File: config.mk
export PLATFORM = sky130hd
export DESIGN_NAME = i2c_target_rx_flat
export DESIGN_NICKNAME = d
export VERILOG_FILES = /design/src/rtl/i2c_target_rx_if.sv /design/src/rtl/i2c_target_rx.sv /design/src/flat_wrapper.sv
export SDC_FILE = /design/constraint.sdc
export NUM_CORES = 1
export LEC_CHECK = 0
export BUFFER_PORTS_ARGS = -buffer_cell sky130_fd_sc_hd__buf_2
export CAP_MARGIN = 10
export CORE_ASPECT_RATIO = 2
export CORE_MARGIN = 2
export CORE_UTILIZATION = 40
export DETAILED_ROUTE_END_ITERATION = 10
export GPL_TIMING_DRIVEN = 0
export PLACE_DENSITY = 0.55
export SLEW_MARGIN = 20
export SYNTH_ARGS = -nofsm -noshare
export SYNTH_HDL_FRONTEND = slang
export SYNTH_SLANG_ARGS = --single-unit
File: constraint.sdc
create_clock -name clk -period 2.4 [get_ports clk]
set_clock_uncertainty 0.2 [all_clocks]
set_input_delay 0.48 -clock clk [delete_from_list [all_inputs] [get_ports clk]]
set_output_delay 0.48 -clock clk [all_outputs]
set_load 0.02 [all_outputs]
File: src/rtl/i2c_target_rx_if.sv
// i2c_target_rx_if
//   Bundles the I2C pins and the received-byte handshake of i2c_target_rx.
//   master : bus/fabric side (drives scl_in, sda_in and rx_ready)
//   slave  : the target (drives sda_oe, rx_data, rx_valid, rx_first, busy, rx_overflow)
//   scl_in, sda_in : raw, asynchronous bus levels
//   sda_oe         : 1 = pull SDA low (open-drain ACK)
//   rx_data/rx_valid/rx_ready/rx_first : 1-entry holding register handshake
//   busy           : START..STOP window
//   rx_overflow    : one-cycle pulse, byte dropped because holding register full
interface i2c_target_rx_if;
  logic       scl_in;
  logic       sda_in;
  logic       sda_oe;
  logic [7:0] rx_data;
  logic       rx_valid;
  logic       rx_ready;
  logic       rx_first;
  logic       busy;
  logic       rx_overflow;

  modport master (
    output scl_in, sda_in, rx_ready,
    input  sda_oe, rx_data, rx_valid, rx_first, busy, rx_overflow
  );

  modport slave (
    input  scl_in, sda_in, rx_ready,
    output sda_oe, rx_data, rx_valid, rx_first, busy, rx_overflow
  );
endinterface

File: src/rtl/i2c_target_rx.sv
// i2c_target_rx
//   Write-only I2C target. Oversamples SCL/SDA on clk, detects START/STOP/
//   repeated START, ACKs address TGT_ADDR+W and every data byte that fits in
//   a 1-entry valid/ready holding register; NACKs everything else.
// Ports
//   clk   : system clock (SCL <= clk/8)
//   reset : synchronous, active-low
//   bus   : i2c_target_rx_if.slave (pins + rx handshake, see interface)
// Parameters
//   TGT_ADDR    : 7-bit address answered to
//   SYNC_STAGES : synchroniser depth (>= 2)
//   FILT_LEN    : glitch-filter stability length, only with the macro below
// Build option
//   I2C_TGT_GLITCH_FILTER_EN : adds a FILT_LEN-clk stability filter after the
//   synchronisers (adds FILT_LEN clks of latency, drops shorter pulses).
module i2c_target_rx #(
  parameter logic [6:0]  TGT_ADDR    = 7'h50,
  parameter int unsigned SYNC_STAGES = 2,
  parameter int unsigned FILT_LEN    = 3
) (
  input  logic                  clk,
  input  logic                  reset,
  i2c_target_rx_if.slave        bus
);

  if (SYNC_STAGES < 2 || FILT_LEN < 1) begin : g_param_check
    $error("i2c_target_rx: SYNC_STAGES must be >= 2 and FILT_LEN >= 1");
  end

  typedef enum logic [2:0] {IDLE, ADDR, ADDR_ACK, DATA, DATA_ACK, IGNORE} state_e;

  // Synchronisers, filter and edge history are not reset: they only track the
  // pins, so after a mid-frame reset they already hold true bus levels and
  // cannot manufacture a false START/STOP.
  logic [SYNC_STAGES-1:0] scl_sync_q, scl_sync_d, sda_sync_q, sda_sync_d;
  logic scl_s, sda_s, scl_prev_q, sda_prev_q;

  always_comb begin
    scl_sync_d = {scl_sync_q[SYNC_STAGES-2:0], bus.scl_in};
    sda_sync_d = {sda_sync_q[SYNC_STAGES-2:0], bus.sda_in};
  end

  always_ff @(posedge clk) begin
    scl_sync_q <= scl_sync_d;
    sda_sync_q <= sda_sync_d;
    scl_prev_q <= scl_s;
    sda_prev_q <= sda_s;
  end

`ifdef I2C_TGT_GLITCH_FILTER_EN
  localparam int unsigned CW = $clog2(FILT_LEN + 1);
  logic [1:0]    filt_raw, filt_q, filt_d;
  logic [CW-1:0] filt_cnt_q [2];
  logic [CW-1:0] filt_cnt_d [2];

  // Output follows the input only after FILT_LEN consecutive differing samples.
  always_comb begin
    filt_raw   = {scl_sync_q[SYNC_STAGES-1], sda_sync_q[SYNC_STAGES-1]};
    filt_d     = filt_q;
    filt_cnt_d = filt_cnt_q;
    for (int unsigned i = 0; i < 2; i++) begin
      if (filt_raw[i] == filt_q[i]) begin
        filt_cnt_d[i] = '0;
      end else if (filt_cnt_q[i] == CW'(FILT_LEN - 1)) begin
        filt_d[i]     = filt_raw[i];
        filt_cnt_d[i] = '0;
      end else begin
        filt_cnt_d[i] = filt_cnt_q[i] + CW'(1);
      end
    end
  end

  always_ff @(posedge clk) begin
    filt_q     <= filt_d;
    filt_cnt_q <= filt_cnt_d;
  end

  assign scl_s = filt_q[1];
  assign sda_s = filt_q[0];
`else
  assign scl_s = scl_sync_q[SYNC_STAGES-1];
  assign sda_s = sda_sync_q[SYNC_STAGES-1];
`endif

  logic scl_rise, scl_fall, start_det, stop_det;
  assign scl_rise  =  scl_s & ~scl_prev_q;
  assign scl_fall  = ~scl_s &  scl_prev_q;
  assign start_det =  scl_s &  scl_prev_q &  sda_prev_q & ~sda_s;
  assign stop_det  =  scl_s &  scl_prev_q & ~sda_prev_q &  sda_s;

  state_e     state_q, state_d;
  logic [3:0] bit_cnt_q, bit_cnt_d;
  logic [7:0] shift_q, shift_d, rx_data_q, rx_data_d;
  logic       sda_oe_q, sda_oe_d, busy_q, busy_d;
  logic       rx_valid_q, rx_valid_d, rx_first_q, rx_first_d;
  logic       first_pend_q, first_pend_d, ovf_q, ovf_d;

  always_comb begin
    state_d      = state_q;
    bit_cnt_d    = bit_cnt_q;
    shift_d      = shift_q;
    rx_data_d    = rx_data_q;
    sda_oe_d     = sda_oe_q;
    busy_d       = busy_q;
    rx_valid_d   = rx_valid_q;
    rx_first_d   = rx_first_q;
    first_pend_d = first_pend_q;
    ovf_d        = 1'b0;

    // Consumer handshake first, so a same-cycle load below can override it.
    if (rx_valid_q && bus.rx_ready) rx_valid_d = 1'b0;

    if (stop_det) begin
      state_d  = IDLE;
      sda_oe_d = 1'b0;
      busy_d   = 1'b0;
    end else if (start_det) begin
      state_d      = ADDR;
      bit_cnt_d    = '0;
      busy_d       = 1'b1;
      first_pend_d = 1'b1;
    end else begin
      case (state_q)
        ADDR, DATA: begin
          if (scl_rise && bit_cnt_q < 4'd8) begin
            shift_d   = {shift_q[6:0], sda_s};
            bit_cnt_d = bit_cnt_q + 4'd1;
          end else if (scl_fall && bit_cnt_q == 4'd8) begin
            if (state_q == ADDR) begin
              if (shift_q[7:1] == TGT_ADDR && !shift_q[0]) begin
                state_d  = ADDR_ACK;
                sda_oe_d = 1'b1;
              end else begin
                state_d = IGNORE;
              end
            end else if (!rx_valid_q || bus.rx_ready) begin
              rx_data_d    = shift_q;
              rx_valid_d   = 1'b1;
              rx_first_d   = first_pend_q;
              first_pend_d = 1'b0;
              sda_oe_d     = 1'b1;
              state_d      = DATA_ACK;
            end else begin
              ovf_d   = 1'b1;
              state_d = IGNORE;
            end
          end
        end
        ADDR_ACK, DATA_ACK: begin
          if (scl_fall) begin
            sda_oe_d  = 1'b0;
            bit_cnt_d = '0;
            state_d   = DATA;
          end
        end
        IGNORE:  sda_oe_d = 1'b0;
        default: ;
      endcase
    end
  end

  always_ff @(posedge clk) begin
    if (!reset) begin
      state_q      <= IDLE;
      bit_cnt_q    <= '0;
      shift_q      <= '0;
      rx_data_q    <= '0;
      sda_oe_q     <= 1'b0;
      busy_q       <= 1'b0;
      rx_valid_q   <= 1'b0;
      rx_first_q   <= 1'b0;
      first_pend_q <= 1'b0;
      ovf_q        <= 1'b0;
    end else begin
      state_q      <= state_d;
      bit_cnt_q    <= bit_cnt_d;
      shift_q      <= shift_d;
      rx_data_q    <= rx_data_d;
      sda_oe_q     <= sda_oe_d;
      busy_q       <= busy_d;
      rx_valid_q   <= rx_valid_d;
      rx_first_q   <= rx_first_d;
      first_pend_q <= first_pend_d;
      ovf_q        <= ovf_d;
    end
  end

  assign bus.sda_oe      = sda_oe_q;
  assign bus.rx_data     = rx_data_q;
  assign bus.rx_valid    = rx_valid_q;
  assign bus.rx_first    = rx_first_q;
  assign bus.busy        = busy_q;
  assign bus.rx_overflow = ovf_q;

endmodule

File: src/flat_wrapper.sv
// flat-port wrapper written by rule: the top's interface ports become plain ports
module i2c_target_rx_flat 
#(
  parameter logic [6:0]  TGT_ADDR    = 7'h50,
  parameter int unsigned SYNC_STAGES = 2,
  parameter int unsigned FILT_LEN    = 3
)
  (clk, reset, bus_scl_in, bus_sda_in, bus_rx_ready, bus_sda_oe, bus_rx_data, bus_rx_valid, bus_rx_first, bus_busy, bus_rx_overflow);
  i2c_target_rx_if bus_i ();
  input  logic clk;
  input  logic reset;
  input wire logic [$bits(bus_i.scl_in)-1:0] bus_scl_in;
  input wire logic [$bits(bus_i.sda_in)-1:0] bus_sda_in;
  input wire logic [$bits(bus_i.rx_ready)-1:0] bus_rx_ready;
  output wire logic [$bits(bus_i.sda_oe)-1:0] bus_sda_oe;
  output wire logic [$bits(bus_i.rx_data)-1:0] bus_rx_data;
  output wire logic [$bits(bus_i.rx_valid)-1:0] bus_rx_valid;
  output wire logic [$bits(bus_i.rx_first)-1:0] bus_rx_first;
  output wire logic [$bits(bus_i.busy)-1:0] bus_busy;
  output wire logic [$bits(bus_i.rx_overflow)-1:0] bus_rx_overflow;
  assign bus_i.scl_in = bus_scl_in;
  assign bus_i.sda_in = bus_sda_in;
  assign bus_i.rx_ready = bus_rx_ready;
  assign bus_sda_oe = bus_i.sda_oe;
  assign bus_rx_data = bus_i.rx_data;
  assign bus_rx_valid = bus_i.rx_valid;
  assign bus_rx_first = bus_i.rx_first;
  assign bus_busy = bus_i.busy;
  assign bus_rx_overflow = bus_i.rx_overflow;
  i2c_target_rx #(.TGT_ADDR(TGT_ADDR), .SYNC_STAGES(SYNC_STAGES), .FILT_LEN(FILT_LEN)) u_core (.clk(clk), .reset(reset), .bus(bus_i));
endmodule
==> results.yml, run 1 <==
clocking:
  clk-insertion-delay-late_ns: 0.29
  ctsLongestPathBuffers: 2
  postCtsSetupBuffers: 0
  ctsHoldBuffers: 0
  number_of_buffers_added_by_the_clock_tree_synthesis_step: 5
  cts_resized: 0
  htreeDepth: 2
  clk_root_buffer_cell: "sky130_fd_sc_hd__clkbuf_8"
  clkSlewWorstSetupHoldPaths_ns: 0.07
  num_clock_sinks: 35
  tritoncts_clock_tree: "yes"
critical_path:
  critPathLaunchType: "flip-flop"
  crit_path_max_fanout: 10
  cp.arrival_ns: 2.03
  worstPathCellList: "buf_2, nand2b_4, or4b_4, buf_6, buf_8, nand3_1, mux2i_1"
  family_with_the_most_delay_on_the_worst_path: "simple AND/OR/NAND/NOR gates"
  crit_required_ns: 2.42
  end_of_the_worst_register_to_register_path: "u_core.bit_cnt_q[1]"
  timing.critical_path.to_type: "flip-flop"
  reg2reg_depth: 7
  crit_slowest_cell: "sky130_fd_sc_hd__or4b_4"
  max_stage_delay_ns: 0.52
  worstSetupPathType: "reg2reg"
  timing.rr.start: "u_core.state_q[0]"
  reg2reg_slack_ns: 0.39
  worst-path-buf-inv: 3
floorplan:
  dieHeight_um: 91.1
  die_ar_mm2: 0.00433
  initial_cell_density_of_the_core_pct: 41.6
  die_width_um: 47.6
  core_mm2: 0.00365
  io_pins: 18
  rows: 31
place:
  half_perimeter_wire_length_of_the_detailed_placement_result_um: 2240
  portBuffers: 17
  gp_congestion: 0.790
  detailedPlace.worstSlack_ns: 0.404
route:
  drt_first_iter_violations: 14
  vias: 1141
  final_antenna_net_count: 0
  first_pass_iteration_count_of_the_detailed_router: 4
  via_per_inst: 4.94
  dr_drc_count: 0
  detail_route.wl_per_cell_um: 13.1
  total_detailed_routing_wirelength_um: 3020
sta:
  setup_viol: 0
  grt_setup_unrepaired: "no"
  finalWorstPathRequiredPeriod_ns: 2.01
  setup_tns_ns: 0
  timing_hold_violations_final: 0
  achievable_freq_ghz: 0.498
  fin_crit_sh_pct: 83.6
  slew_headroom_pct: 57.1
  slew_viol_final: 0
  tightestPinTransition_ns: 0.643
  post-route-worst-setup-slack_ns: 0.393
grt:
  grt_pass1_wl_um: 5360
  grt_usage_pct: 17.0
  grt_max_degree: 13
  via_count_of_the_first_global_routing_pass: 1144
  grt-ovfl-total: 0
  grt_antenna_before_repair: 0
yosys:
  synth-seq-cells: 35
  syn-cell-area_mm2: 0.00152
  postSynthCellCount: 157
  yosys_warnings: 0
  postSynthNetCount: 164
  syn_avg_cell_area_um2: 9.67
  synth-seq-area-share_pct: 46.2
  post_synth_num_cell_types: 39
flow_run:
  timing.max_cap.violations: 0
worst_hold_path:
  min_delay_src: "bus_sda_in"
  worstHoldPathCells: 1
  worst_hold_path_endpoint: "u_core.sda_sync_q[0]"
  holdCritPathClass: "in2reg"
layout:
  layout.core_utilization_pct: 48.1
  drive_gt1_share_pct: 18.7
  antenna_cells_inserted: 0
  final_nets: 188
  area_growth_pct: 15.5
  layout.filler_cells: 375
power_and_ir_drop:
  total_leakage_power_nw: 0.738
  ir_worst_vdd_mv: 0.438
  p_per_area_mw_per_mm2: 602
status:
  outcome: "completed"
cells in the final DEF, fill, tap and decap left out, types with 2 or more instances in the layout:
master	instances
sky130_fd_sc_hd__dfxtp_1	35
sky130_fd_sc_hd__nand2_1	27
sky130_fd_sc_hd__buf_2	18
sky130_fd_sc_hd__mux2i_1	18
sky130_fd_sc_hd__nor2b_1	15
sky130_fd_sc_hd__o21ai_0	6
sky130_fd_sc_hd__clkbuf_1	5
sky130_fd_sc_hd__clkbuf_8	5
sky130_fd_sc_hd__and3_1	3
sky130_fd_sc_hd__nor3b_1	3
sky130_fd_sc_hd__o22ai_1	3
sky130_fd_sc_hd__inv_1	2
sky130_fd_sc_hd__buf_6	2
sky130_fd_sc_hd__and2_1	2
sky130_fd_sc_hd__xnor2_1	2
sky130_fd_sc_hd__nor3_1	2
sky130_fd_sc_hd__nor2_1	2
sky130_fd_sc_hd__nand3_1	2
sky130_fd_sc_hd__o2111ai_1	2
sky130_fd_sc_hd__nand2b_1	2
sky130_fd_sc_hd__o21a_1	2
sky130_fd_sc_hd__a21oi_1	2
sky130_fd_sc_hd__ha_1	2
sky130_fd_sc_hd__clkinvlp_4	2
layer usage:
layer	track usage (%)	vias to the layer above	part of all wire, %
met5	0	-	0
met4	7.43	0	2.2
met3	4.17	6	2.9
met2	28.3	20	54
met1	19.2	530	41
li1	-	585	-
cell families after synthesis:
kind of cell	Yosys count	synth area share, %
DFF	35	46.2
buffers and inverters	11	4.53
AOI/OAI and AO/OA	20	8.90
xor gates and xnor gates	3	1.73
adders and majority gates	2	1.65
and+or+nand+nor	68	25.1
muxes	18	11.9
how the worst max path moves through the flow:
| stage | startpoint | to | slack (ns) | cells past startpoint |
|---|---|---|---|---|
| after detailed placement | u_core.bit_cnt_q[0] | u_core.bus.rx_data[3] | 0.40 | 6 |
| after floorplan | u_core.state_q[2] | u_core.bit_cnt_q[2] | 0.50 | 7 |
| after global placement | u_core.state_q[2] | u_core.bit_cnt_q[1] | 0.43 | 7 |
| after global routing | u_core.bit_cnt_q[0] | u_core.bus.rx_data[2] | 0.26 | 6 |
| final | u_core.state_q[0] | u_core.bit_cnt_q[1] | 0.39 | 7 |
| after CTS | u_core.bit_cnt_q[0] | u_core.bus.rx_data[3] | 0.39 | 6 |
per-stage QoR:
stage / area [µm²] / hold WS (ns) / total power, W / std cells
after detailed placement: 1660 / 0.114 / 0.000647 / 223
after global routing: 1750 / 0.0783 / 0.00111 / 231
after floorplan: 1520 / 0.110 / 0.000633 / 157
final: 1750 / 0.0881 / 0.00106 / 231
after CTS: 1750 / 0.0785 / 0.00108 / 231
after global placement: 1660 / 0.110 / 0.000646 / 223
power breakdown:
group          internal, W  switching [W]
sequential        0.000588     0.00000661
combinational    0.0000160      0.0000227
clock             0.000202       0.000221
total             0.000806       0.000251
layout make-up:
| class | instances | area, µm² | area share, % |
|---|---|---|---|
| clock buffers | 5 | 68.8 | 3.93 |
| clock inverters | 3 | 20.0 | 1.14 |
| inverters | 2 | 7.51 | 0.428 |
| plain buffers | 9 | 61.3 | 3.50 |
| multi-input cells | 111 | 748 | 42.7 |
| well taps | 49 | 61.3 | 3.50 |
| flip-flops and latches | 35 | 701 | 40.0 |
| repair buffers | 17 | 85.1 | 4.85 |
sequential cells by signal (all words and copies together), names as in the netlist:
signal                  cells
u_core.bus.rx_data          8
u_core.shift_q              8
u_core.bit_cnt_q            4
u_core.state_q              3
u_core.scl_sync_q           2
u_core.sda_sync_q           2
u_core.bus.busy             1
u_core.bus.rx_first         1
u_core.bus.rx_overflow      1
u_core.bus.rx_valid         1
u_core.bus.sda_oe           1
u_core.first_pend_q         1
u_core.scl_prev_q           1
u_core.sda_prev_q           1
Yosys cell counts (all sizes together):
| cell | count | share of area (%) |
|---|---|---|
| o2bb2ai | 1 | 0.58 |
| nand4b | 1 | 0.58 |
| and3 | 3 | 1.2 |
| or4b | 1 | 0.91 |
| or3 | 1 | 0.41 |
| xor2 | 1 | 0.58 |
| nor2b | 15 | 6.2 |
| clkbuf | 5 | 1.2 |
| inv | 2 | 0.49 |
| nor2 | 3 | 0.91 |
| and4bb | 1 | 0.82 |
| or4 | 1 | 0.49 |
| nand3 | 2 | 0.66 |
| o2111ai | 2 | 1.2 |
| nand2b | 3 | 1.7 |
| o21ai | 7 | 2.6 |
| o21a | 2 | 0.99 |
| nor3b | 3 | 1.5 |
| a21oi | 2 | 0.66 |
| xnor2 | 2 | 1.2 |
| dfxtp | 35 | 46 |
| o311a | 1 | 0.66 |
| o22ai | 3 | 1.2 |
| mux2i | 18 | 12 |
| ha | 2 | 1.6 |
| nor3 | 2 | 0.66 |
| nand2 | 27 | 6.7 |
| buf | 4 | 2.8 |
| and2 | 2 | 0.82 |
| a21o | 1 | 0.49 |
| nor4 | 1 | 0.41 |
| o31a | 1 | 0.58 |
| or4bb | 1 | 0.74 |
| nand4 | 1 | 0.41 |
Power figures use the tool's default switching activity.
==> run 2: changes to the inputs <==
clock period = 2.1 ns   (was 2.4 ns; I/O delays follow)
==> results.yml, run 2 (same netlist as run 1, synthesis figures left out) <==
status:
  outcome: "completed"
route:
  final_antenna_net_count: 0
  vias: 1140
  detail_route.wl_per_cell_um: 13.1
  total_detailed_routing_wirelength_um: 3020
  drt_first_iter_violations: 18
  first_pass_iteration_count_of_the_detailed_router: 4
  via_per_inst: 4.94
  dr_drc_count: 0
layout:
  commonest_cells_after_routing_fill_and_taps_aside: "35 x sky130_fd_sc_hd__dfxtp_1, 27 x sky130_fd_sc_hd__nand2_1, 18 x sky130_fd_sc_hd__buf_2, 18 x sky130_fd_sc_hd__mux2i_1, 15 x sky130_fd_sc_hd__nor2b_1"
  layout.area.seq_um2: 701
  layout.core_utilization_pct: 48.2
  non_filler_instances: 231
  area_growth_pct: 15.8
  drive_gt1_share_pct: 18.7
  multi_input_gate_area_um2: 753
  layout.filler_cells: 376
  antenna_cells_inserted: 0
  final_nets: 188
  final_common_cell: "sky130_fd_sc_hd__dfxtp_1"
clocking:
  clkSlewWorstSetupHoldPaths_ns: 0.07
  tritoncts_clock_tree: "yes"
  clk_root_buffer_cell: "sky130_fd_sc_hd__clkbuf_8"
  number_of_buffers_added_by_the_clock_tree_synthesis_step: 5
  htreeDepth: 2
  ctsHoldBuffers: 0
  ctsLongestPathBuffers: 2
  num_clock_sinks: 35
  clk-insertion-delay-late_ns: 0.29
critical_path:
  worst-path-buf-inv: 3
  crit_path_max_fanout: 10
  timing.critical_path.to_type: "flip-flop"
  worstPathCellList: "buf_2, nand2b_4, or4b_4, buf_6, buf_8, nand3_1, mux2i_1"
  crit_slowest_cell: "sky130_fd_sc_hd__or4b_4"
  timing.rr.start: "u_core.state_q[0]"
  critPathLaunchType: "flip-flop"
  cp.arrival_ns: 2.02
  crit_required_ns: 2.12
  worstSetupPathType: "reg2reg"
  critical_path_launch_point: "u_core.state_q[0]"
  max_stage_delay_ns: 0.52
  family_with_the_most_delay_on_the_worst_path: "simple AND/OR/NAND/NOR gates"
grt:
  grt_max_degree: 13
  grt_antenna_before_repair: 0
  grt_pass1_wl_um: 5360
  via_count_of_the_first_global_routing_pass: 1144
  grt-ovfl-total: 0
  grt_usage_pct: 17.0
power_and_ir_drop:
  clkPwrFrac_pct: 40.0
  net-switching-power_w: 0.000286
  total_leakage_power_nw: 0.738
  p_per_area_mw_per_mm2: 686
  p_total_w: 0.00121
  internal_power_w: 0.000921
  power.share.switching_pct: 23.7
  share_comb_of_total_power_pct: 3.7
  ir_worst_vdd_mv: 0.501
  pwr-share-seq_pct: 56.3
floorplan:
  core_mm2: 0.00365
  io_pins: 18
  die_ar_mm2: 0.00433
  die_width_um: 47.6
  initial_cell_density_of_the_core_pct: 41.6
  dieHeight_um: 91.1
  rows: 31
sta:
  setup_tns_ns: 0
  finalWorstPathRequiredPeriod_ns: 2.00
  tightestPinTransition_ns: 0.596
  setup_viol: 0
  timing_hold_violations_final: 0
  grt_setup_unrepaired: "no"
  achievable_freq_ghz: 0.501
  slew_headroom_pct: 60.2
  fin_crit_sh_pct: 95.1
  slew_viol_final: 0
place:
  half_perimeter_wire_length_of_the_detailed_placement_result_um: 2240
  portBuffers: 17
  gp_congestion: 0.790
  dp.cells: 223
worst_hold_path:
  min_delay_src: "bus_sda_in"
  holdCritPathClass: "in2reg"
flow_run:
  timing.max_cap.violations: 0
-- run 2: changes by cell type in the layout (fill, tap and decap cells not counted) --
cell / previous run / this run
sky130_fd_sc_hd__nor2_4: 0 / 1
sky130_fd_sc_hd__nor2_2: 1 / 0
-- run 2: final timing paths --
check | end | slack, ns | depth (start not counted)
worst max-delay path | u_core.bit_cnt_q[1] | 0.10 | 7
worst min-delay path | u_core.sda_sync_q[0] | 0.03 | 1
worst max register to register | u_core.bit_cnt_q[1] | 0.10 | 7
worst min register to register | u_core.sda_sync_q[1] | 0.13 | 0
-- run 2: layer usage --
layer	up-vias	part of all wire, %	GRT usage, %
li1	585	-	-
met1	535	41	19.2
met3	6	2.5	4.17
met2	14	54	28.3
met4	0	2.2	7.43
met5	-	0	0
-- run 2: final cells by class --
type | instances | share of cell area (%)
Clock buffer | 5 | 3.91
Multi-Input combinational cell | 111 | 42.8
Sequential cell | 35 | 39.9
Tap cell | 49 | 3.49
Inverter | 2 | 0.427
Clock inverter | 3 | 1.14
Buffer | 9 | 3.49
Timing Repair Buffer | 17 | 4.84
-- run 2: stage by stage --
| step | instance area, µm² | setup slack (ns) | hold WS, ns |
|---|---|---|---|
| finish | 1760 | 0.103 | 0.0282 |
| global route | 1760 | 0.00353 | 0.0183 |
| CTS | 1750 | 0.0859 | 0.0185 |
| detailed placement | 1660 | 0.104 | 0.114 |
| global placement | 1660 | 0.130 | 0.110 |
| floorplan | 1520 | 0.204 | 0.110 |
-- run 2: what timing repair did --
action,in CTS,in global routing
resized for setup,0,1
endpoints found under the setup margin,0,9
setup buffers,0,0
-- run 2: power groups by stage --
stage | Clock, W | Combinational, W | Sequential (W)
6_report | 0.000483 | 0.0000441 | 0.000679
5_1_grt | 0.000542 | 0.0000497 | 0.000681
4_1_cts | 0.000505 | 0.0000449 | 0.000679
3_3_place_gp | 0 | 0.0000441 | 0.000695
3_5_place_dp | 0 | 0.0000446 | 0.000695
2_1_floorplan | 0 | 0.0000308 | 0.000693
==> run 3: changes to the inputs <==
RECOVER_POWER = 25   (was unset)
==> results.yml, run 3 (same netlist as run 1, synthesis figures left out) <==
status:
  outcome: "completed"
critical_path:
  end_of_the_worst_register_to_register_path: "u_core.bit_cnt_q[1]"
  critPathLaunchType: "flip-flop"
  timing.rr.start: "u_core.state_q[0]"
  reg2reg_depth: 7
  cp.arrival_ns: 2.02
  timing.critical_path.to_type: "flip-flop"
  crit_path_max_fanout: 10
  reg2reg_slack_ns: 0.10
  crit_required_ns: 2.12
  worstSetupPathType: "reg2reg"
power_and_ir_drop:
  share_comb_of_total_power_pct: 3.7
  clkPwrFrac_pct: 40.0
  ir_worst_vdd_mv: 0.501
  net-switching-power_w: 0.000286
  total_leakage_power_nw: 0.716
  internal_power_w: 0.000921
  pwr-share-seq_pct: 56.3
  p_per_area_mw_per_mm2: 689
  power.share.switching_pct: 23.7
sta:
  achievable_freq_ghz: 0.501
  setup_tns_ns: 0
  slew_viol_final: 0
  fin_crit_sh_pct: 95.1
  slew_headroom_pct: 60.2
  worst_hold_slack_across_all_endpoints_ns: 0.0282
  timing_hold_violations_final: 0
  grt_setup_unrepaired: "no"
  setup_viol: 0
  tightestPinTransition_ns: 0.596
  finalWorstPathRequiredPeriod_ns: 2.00
clocking:
  num_clock_sinks: 35
  tritoncts_clock_tree: "yes"
  ctsLongestPathBuffers: 2
  clk_root_buffer_cell: "sky130_fd_sc_hd__clkbuf_8"
  number_of_buffers_added_by_the_clock_tree_synthesis_step: 5
  clkSlewWorstSetupHoldPaths_ns: 0.07
  clk-insertion-delay-late_ns: 0.29
  htreeDepth: 2
  ctsHoldBuffers: 0
layout:
  final_nets: 188
  commonest_cells_after_routing_fill_and_taps_aside: "35 x sky130_fd_sc_hd__dfxtp_1, 27 x sky130_fd_sc_hd__nand2_1, 18 x sky130_fd_sc_hd__mux2i_1"
  final_design_area_no_fill_mm2: 0.00175
  drive_gt1_share_pct: 15.9
  final_common_cell: "sky130_fd_sc_hd__dfxtp_1"
  layout.filler_cells: 377
  antenna_cells_inserted: 0
  area_growth_pct: 15.4
worst_hold_path:
  worstHoldPathCells: 1
  holdCritPathClass: "in2reg"
  worst_hold_path_endpoint: "u_core.sda_sync_q[0]"
  min_delay_src: "bus_sda_in"
place:
  dpl_cell_area_mm2: 0.00166
  half_perimeter_wire_length_of_the_detailed_placement_result_um: 2240
  gp_congestion: 0.790
  portBuffers: 17
floorplan:
  core_mm2: 0.00365
  dieHeight_um: 91.1
  initial_cell_density_of_the_core_pct: 41.6
  rows: 31
  die_ar_mm2: 0.00433
  io_pins: 18
  die_width_um: 47.6
route:
  vias: 1139
  drt_first_iter_violations: 18
  first_pass_iteration_count_of_the_detailed_router: 4
  dr_drc_count: 0
  via_per_inst: 4.93
  detail_route.wl_per_cell_um: 13.1
  final_antenna_net_count: 0
  total_detailed_routing_wirelength_um: 3020
grt:
  grt_antenna_before_repair: 0
  grt_max_degree: 13
  grt_pass1_wl_um: 5360
  grt.met2_usage_pct: 28.3
  grt-ovfl-total: 0
  gr-usage-met3_pct: 4.17
  via_count_of_the_first_global_routing_pass: 1144
  grt_usage_pct: 17.0
  gr-max-usage-layer: "met2"
  global_route_met1_utilization_pct: 19.2
flow_run:
  timing.max_cap.violations: 0
==> run 3: cell types whose count changed in the layout (fill, tap and decap cells not counted) <==
cell | previous run | this run
sky130_fd_sc_hd__buf_2 | 18 | 13
sky130_fd_sc_hd__clkbuf_1 | 5 | 10
==> run 3: repair_timing <==
action / in CTS / in global routing
resized for setup: 0 / 1
endpoints found under the setup margin: 0 / 9
buffers inserted: 0 / 0
==> run 3: power groups by stage <==
stage          Clock, W  Sequential, W  Combinational [W]
2_1_floorplan         0       0.000693          0.0000308
6_report       0.000483       0.000679          0.0000441
3_3_place_gp          0       0.000695          0.0000441
5_1_grt        0.000542       0.000681          0.0000497
4_1_cts        0.000505       0.000679          0.0000449
3_5_place_dp          0       0.000695          0.0000446
==> run 3: cell type report <==
class / instances / area [µm²] / share of cell area, %
buffer: 9 / 61.3 / 3.50
clock buffer: 5 / 68.8 / 3.93
clock inverter: 3 / 20.0 / 1.14
inverter: 2 / 7.51 / 0.429
multi-input combinational: 111 / 753 / 43.0
sequential: 35 / 701 / 40.0
tap: 49 / 61.3 / 3.50
timing repair buffer: 17 / 78.8 / 4.50
==> run 3: layer usage <==
metal  part of all wire (%)  routed length [µm]
met4                    2.2                  66
met2                     54                1640
met5                      0                   0
met1                     41                1240
met3                    2.4                  74
==> run 3: how the worst max path moves through the flow <==
| stage | from | to | slack, ns | cells after the start |
|---|---|---|---|---|
| after detailed placement | u_core.bit_cnt_q[0] | u_core.bus.rx_data[3] | 0.10 | 6 |
| after CTS | u_core.bit_cnt_q[0] | u_core.bus.rx_data[3] | 0.09 | 6 |
| final | u_core.state_q[0] | u_core.bit_cnt_q[1] | 0.10 | 7 |
| after global routing | u_core.state_q[0] | u_core.bit_cnt_q[1] | 0.004 | 7 |
| after global placement | u_core.state_q[2] | u_core.bit_cnt_q[1] | 0.13 | 7 |
| after floorplan | u_core.state_q[2] | u_core.bit_cnt_q[2] | 0.20 | 7 |
==> run 3: per-stage QoR <==
step / util (%) / worst slack (ns) / power (W) / cells
2_1_floorplan: - / 0.204 / 0.000724 / 157
5_1_grt: 48.0 / 0.00353 / 0.00127 / 231
4_1_cts: 48.1 / 0.0859 / 0.00123 / 231
3_5_place_dp: 45.6 / 0.104 / 0.000740 / 223
6_report: 48.0 / 0.103 / 0.00121 / 231
3_3_place_gp: 45.6 / 0.130 / 0.000739 / 223
==> run 3: worst max-delay path: stages (launching register included) <==
cell and delay, ns:
sky130_fd_sc_hd__dfxtp_1 0.31, sky130_fd_sc_hd__buf_2 0.21, sky130_fd_sc_hd__nand2b_4 0.07, sky130_fd_sc_hd__or4b_4 0.52, sky130_fd_sc_hd__buf_6 0.14, sky130_fd_sc_hd__buf_8 0.14
sky130_fd_sc_hd__nand3_1 0.15, sky130_fd_sc_hd__mux2i_1 0.19
